===== config.mk =====
export PLATFORM = sky130hd
export DESIGN_NAME = neuron_requant
export DESIGN_NICKNAME = d
export VERILOG_FILES = /design/src/rtl/neuron_pkg.sv /design/src/rtl/sync_fifo.sv /design/src/rtl/neuron_requant.sv
export SDC_FILE = /design/constraint.sdc
export NUM_CORES = 1
export LEC_CHECK = 0
export CORE_MARGIN = 3
export CORE_UTILIZATION = 40
export CTS_BUF_LIST = sky130_fd_sc_hd__clkbuf_16
export DETAILED_ROUTE_END_ITERATION = 8
export GPL_ROUTABILITY_DRIVEN = 0
export HOLD_SLACK_MARGIN = 0.08
export PLACE_DENSITY_LB_ADDON = 0.15
export SLEW_MARGIN = 15
export SYNTH_ARGS = -nofsm -noshare
export SYNTH_HDL_FRONTEND = slang
export SYNTH_SLANG_ARGS = --single-unit
export TNS_END_PERCENT = 1

===== constraint.sdc =====
create_clock -name clk -period 3.41 [get_ports clk]
set_clock_uncertainty 0.15 [all_clocks]
set_input_delay 0.8525 -clock clk [delete_from_list [all_inputs] [get_ports clk]]
set_output_delay 0.8525 -clock clk [all_outputs]
set_load 0.01 [all_outputs]

===== src/rtl/neuron_pkg.sv =====
// neuron_pkg: widths and types shared by the MAC, bias adder and requant stages.
package neuron_pkg;

   localparam int ACC_W = 18;
   localparam int ACT_W = 8;

   typedef logic signed [ACC_W-1:0] acc_t;
   typedef logic signed [ACT_W-1:0] act_t;

endpackage


===== src/rtl/sync_fifo.sv =====
// sync_fifo: generic single-clock FIFO. Pointers carry one extra MSB so that
// full and empty are told apart without a separate counter.
module sync_fifo #(
   parameter int WIDTH = 8,
   parameter int DEPTH = 4
) (
   input  logic                   clk,
   input  logic                   rst,
   input  logic                   clear,
   input  logic                   push,
   input  logic                   pop,
   input  logic [WIDTH-1:0]       wdata,
   output logic [WIDTH-1:0]       rdata,
   output logic                   full,
   output logic                   empty,
   output logic [$clog2(DEPTH):0] level
);

   localparam int AW = $clog2(DEPTH);
   localparam logic [AW:0] PTR_ONE = {{AW{1'b0}}, 1'b1};

   logic [WIDTH-1:0] mem_q [DEPTH];
   logic [AW:0]      wr_ptr_q, wr_ptr_d;
   logic [AW:0]      rd_ptr_q, rd_ptr_d;
   logic             do_push, do_pop;

   // Next pointer values: clear wins over push and pop; push/pop are ignored when full/empty.
   always_comb begin
      // NOTE: every signal gets a default first so no path leaves it unassigned (no latch).
      do_push  = push && !full;
      do_pop   = pop && !empty;
      wr_ptr_d = wr_ptr_q;
      rd_ptr_d = rd_ptr_q;
      if (clear) begin
         wr_ptr_d = '0;
         rd_ptr_d = '0;
      end else begin
         if (do_push) wr_ptr_d = wr_ptr_q + PTR_ONE;
         if (do_pop)  rd_ptr_d = rd_ptr_q + PTR_ONE;
      end
   end

   // Pointer registers, dropped asynchronously on reset.
   always_ff @(posedge clk or posedge rst) begin
      // NOTE: sequential state uses non-blocking assignments so all registers update together.
      if (rst) begin
         wr_ptr_q <= '0;
         rd_ptr_q <= '0;
      end else begin
         wr_ptr_q <= wr_ptr_d;
         rd_ptr_q <= rd_ptr_d;
      end
   end

   // Storage write at the tail.
   always_ff @(posedge clk) begin
      // NOTE: the array is not reset; stale contents are hidden by forcing rdata to 0 when empty.
      if (do_push && !clear) mem_q[wr_ptr_q[AW-1:0]] <= wdata;
   end

   assign full  = (wr_ptr_q[AW] != rd_ptr_q[AW]) && (wr_ptr_q[AW-1:0] == rd_ptr_q[AW-1:0]);
   assign empty = (wr_ptr_q == rd_ptr_q);
   assign level = wr_ptr_q - rd_ptr_q;
   assign rdata = empty ? '0 : mem_q[rd_ptr_q[AW-1:0]];

endmodule


===== src/rtl/neuron_requant.sv =====
// neuron_requant: turns a signed accumulator total into a signed activation
// (optional ReLU, round-half-up arithmetic shift, saturation), queues it in a
// FIFO behind valid/ready, and counts clipped samples.
module neuron_requant
   import neuron_pkg::*;
#(
   parameter int IN_W    = ACC_W,
   parameter int OUT_W   = ACT_W,
   parameter int SHIFT   = 7,
   parameter int RELU_EN = 1,
   parameter int DEPTH   = 4
) (
   input  logic                    clk,
   input  logic                    rst,
   input  logic                    clear,
   input  logic                    in_valid,
   output logic                    in_ready,
   input  logic signed [IN_W-1:0]  in_total,
   output logic                    out_valid,
   input  logic                    out_ready,
   output logic signed [OUT_W-1:0] out_data,
   output logic [7:0]              sat_count,
   output logic [$clog2(DEPTH):0]  level
);

   // One guard bit keeps the rounding add from overflowing.
   localparam int XW = IN_W + 1;
   localparam logic signed [XW-1:0] ROUND_BIAS = XW'(1) << (SHIFT - 1);
   localparam logic signed [XW-1:0] SAT_MAX    = XW'((2 ** (OUT_W - 1)) - 1);
   localparam logic signed [XW-1:0] SAT_MIN    = ~SAT_MAX;

   logic signed [XW-1:0]    x_ext, x_relu, x_round, r_shift;
   logic signed [OUT_W-1:0] act;
   logic                    sat;
   logic                    push, pop, full, empty;
   logic [7:0]              sat_count_q, sat_count_d;

   // Requantize the incoming total; ReLU zeroing is not counted as clipping.
   always_comb begin
      x_ext   = {in_total[IN_W-1], in_total};
      x_relu  = ((RELU_EN != 0) && x_ext[XW-1]) ? '0 : x_ext;
      x_round = x_relu + ROUND_BIAS;
      r_shift = x_round >>> SHIFT;
      sat     = 1'b0;
      act     = r_shift[OUT_W-1:0];
      if (r_shift > SAT_MAX) begin
         act = {1'b0, {(OUT_W-1){1'b1}}};
         sat = 1'b1;
      end else if (r_shift < SAT_MIN) begin
         act = {1'b1, {(OUT_W-1){1'b0}}};
         sat = 1'b1;
      end
   end

   // in_ready depends on registered state only, so a full FIFO never takes a push.
   assign in_ready  = !full;
   assign out_valid = !empty;
   assign push      = in_valid && !full;
   assign pop       = out_ready && !empty;

   // Next clip count: clear wins, otherwise count clipped accepted samples, sticky at 255.
   always_comb begin
      sat_count_d = sat_count_q;
      if (clear) begin
         sat_count_d = '0;
      end else if (push && sat && (sat_count_q != 8'hFF)) begin
         sat_count_d = sat_count_q + 8'd1;
      end
   end

   // Clip counter register.
   always_ff @(posedge clk or posedge rst) begin
      if (rst) sat_count_q <= '0;
      else     sat_count_q <= sat_count_d;
   end

   assign sat_count = sat_count_q;

   sync_fifo #(
      .WIDTH (OUT_W),
      .DEPTH (DEPTH)
   ) u_fifo (
      .clk   (clk),
      .rst   (rst),
      .clear (clear),
      .push  (push),
      .pop   (pop),
      .wdata (act),
      .rdata (out_data),
      .full  (full),
      .empty (empty),
      .level (level)
   );

endmodule


==> flow_metrics.py <==
metrics = {
    "outcome": {
        "run_status": "finished clean",
    },
    "final_layout": {
        "drive_gt1_share_pct": 14.2,
        "finalNonFillerCells": 305,
        "diodes": 0,
        "multiInputGateArea_um2": 991,
        "fin_util_pct": 53.4,
        "area_growth_pct": 26.6,
        "layout.nets": 265,
        "fillers": 506,
        "seq_area_um2": 1310,
    },
    "setup_path": {
        "cp-startpoint": "u_fifo.wr_ptr_q[0]",
        "end_kind": "primary output",
        "worstPathArrival_ns": 2.15,
        "crit_fanout": 12,
        "r2r_end": "sat_count[3]",
        "r2r_cells": 7,
        "path_class": "flop to primary output",
        "critPathLaunchType": "flop",
        "required_ns": 2.41,
        "rrSetupSlack_ns": 1.01,
        "r2r_start": "u_fifo.wr_ptr_q[0]",
    },
    "power": {
        "p_per_area_nw_per_um2": 494,
        "p_leak_nw": 1.11,
        "finalPower_mw": 1.48,
        "ir_drop_mv": 0.199,
    },
    "clock_tree": {
        "clk_pin_slew_ns": 0.06,
        "tritoncts": "done",
        "cts_sinks": 46,
        "ctsHoldBuffers": 0,
        "cts_buffers": 5,
        "cts-root-buf": "clkbuf_16",
        "cts_max_level": 2,
        "post_cts_resized": 0,
        "clock_latency_ns": 0.28,
        "postCtsSetupRepairBufs": 0,
        "cts_buffer_depth": 2,
    },
    "hold_path": {
        "hp-class": "flop to flop",
        "holdPathStages": 2,
        "hold_start": "sat_count[7]",
        "worstHoldEndpoint": "sat_count[7]",
    },
    "synthesis": {
        "yosysWarnings": 0,
        "synth_top_area_share_pct": 40.6,
        "syn-cell-area_um2": 2370,
        "ys_seq_area_share_pct": 55.4,
        "ys_seq_elements": 46,
        "synth.largest_area_cell": "edfxtp_1",
        "synth.avg_cell_area_um2": 12.7,
        "ys_types": 39,
        "syn_inst": 187,
        "synthTopCellsByArea": "edfxtp_1 (41%), dfrtp_1 (15%), mux4_2 (7.6%)",
    },
    "drt": {
        "routed_wl_um": 4350,
        "first_pass_iters": 4,
        "drc_errors": 0,
        "wl_per_cell_um": 14.2,
        "drt_iter0_drc": 68,
        "viasPerCell": 5.08,
        "vias": 1549,
        "antenna_left": 0,
    },
    "global_routing": {
        "antenna_found_initial": 0,
        "grt_pass1_wl_um": 7580,
        "grt_max_degree": 19,
        "grt_overflow": 0,
        "grt_usage_pct": 13.8,
        "grt_pass1_vias": 1522,
    },
    "sta": {
        "setup_violations": 0,
        "drv_slew": 0,
        "fin_crit_sh_pct": 92.5,
        "fmax_mhz": 317,
        "setup_slack_ns": 0.256,
        "timing_hold_violations_final": 0,
        "slew_headroom_pct": 51.5,
        "rsz0062_at_grt": "no",
        "timing.setup.tns_ns": 0,
        "max_slew.worst_pin.slew_ns": 0.723,
        "timing.final.crit_period_ns": 3.15,
    },
    "run": {
        "maxCapViolations": 0,
    },
    "place": {
        "dp_hpwl_um": 3110,
        "place.port_buffers": 37,
        "placed_cells": 297,
        "dp_slack_ns": 0.103,
    },
    "floorplanning": {
        "dieHeight_um": 82.9,
        "die_x_um": 82.9,
        "initial_utilization_pct": 42.2,
        "core_area_um2": 5610,
        "die-area_um2": 6870,
        "num_rows": 27,
        "num_io_pins": 44,
    },
}
logic make-up (layout without fill, tap and decap cells):
| kind of cell | Yosys count | in the layout | share of synthesized area [%] |
|---|---|---|---|
| adder cells (fa/ha/maj) | 10 | 10 | 5.61 |
| XOR/XNOR | 10 | 10 | 4.02 |
| AO/OA/AOI/OAI | 22 | 22 | 5.98 |
| other | 1 | 4 | 0.158 |
| AND/OR/NAND/NOR | 69 | 69 | 16.1 |
| buffers and inverters | 17 | 60 | 3.17 |
| multiplexers | 12 | 12 | 9.52 |
| flip-flops | 46 | 46 | 55.4 |
worst max-delay path by stage:
stage	to	slack, ns	depth (start not counted)
finish	out_data[1]	0.26	5
global route	out_data[0]	0.08	5
CTS	out_data[1]	0.19	5
detailed placement	sat_count[2]	0.10	9
global placement	u_fifo.mem_q[0][1]	0.14	9
floorplan	sat_count[3]	0.59	9
critical path, cell delays in order, from the launching register on:
cell	delay, ns
dfrtp_1	0.41
inv_1	0.10
ha_1	0.31
nand3_1	0.31
and2_1	0.27
clkdlybuf4s50_1	0.47
registers in the layout, indices dropped and copies added, names as in the netlist:
signal / cells
sat_count: 8
u_fifo.rd_ptr_q: 3
u_fifo.mem_q: 32
u_fifo.wr_ptr_q: 3
synthesized netlist by cell type:
cell / number
edfxtp_1: 32
nor2_1: 15
dfrtp_1: 14
a21oi_1: 12
and2_1: 12
nand2_1: 10
ha_1: 9
inv_1: 8
mux4_2: 8
nor2b_1: 7
nand3_1: 6
clkbuf_1: 5
xor2_1: 5
mux2_2: 4
o31ai_1: 4
xnor2_1: 4
buf_2: 3
nand4_1: 3
nor4_1: 3
or4_1: 3
or2_2: 2
a2bb2oi_1: 1
a31oi_1: 1
and3_1: 1
and3_4: 1
and4_1: 1
and4b_1: 1
buf_6: 1
conb_1: 1
fa_1: 1
nand2b_1: 1
nor3_1: 1
nor4b_1: 1
o21a_2: 1
o21ai_1: 1
o21bai_1: 1
o2bb2ai_2: 1
or4b_1: 1
xnor2_2: 1
metrics by stage:
step,hold slack (ns),instance area (um^2)
floorplan,0.406,2380
global placement,0.425,2850
detailed placement,0.418,2850
CTS,0.432,3000
global route,0.471,3000
finish,0.432,3000
area by class of cell:
class | count | share of cell area (%)
Sequential cell | 46 | 43.8
Multi-Input combinational cell | 127 | 33.1
Timing Repair Buffer | 44 | 14.1
Clock buffer | 5 | 4.18
Tap cell | 72 | 3.01
Inverter | 8 | 1.00
Clock inverter | 3 | 0.835
per-layer routing:
layer / vias up / global-route usage [%] / wire length [um]
li1: 763 / - / -
met1: 750 / 18.8 / 2030
met2: 30 / 22.2 / 2140
met3: 6 / 2.68 / 123
met4: 0 / 4.46 / 48
met5: - / 0 / 0
where the power goes:
| part | leakage [nW] | internal, mW | switching, mW |
|---|---|---|---|
| registers | 0.483 | 0.621 | 0.00959 |
| clock network | 0.0704 | 0.275 | 0.204 |
| logic | 0.552 | 0.204 | 0.166 |
placed cells by master (no fill, tap or decap), drive strengths merged, types with 2 or more instances in the layout:
cell type,instances
mux4,8
nand4,3
inv,9
conb,4
xor2,5
or4,3
clkdlybuf4s50,37
o31ai,4
a21oi,12
ha,9
or2,2
and2,12
buf,7
mux2,4
nor2,15
xnor2,5
dfrtp,14
edfxtp,32
nand2,10
nand3,6
and3,2
nor4,3
nor2b,7
clkbuf,5
(Power assumes the default switching activity.)
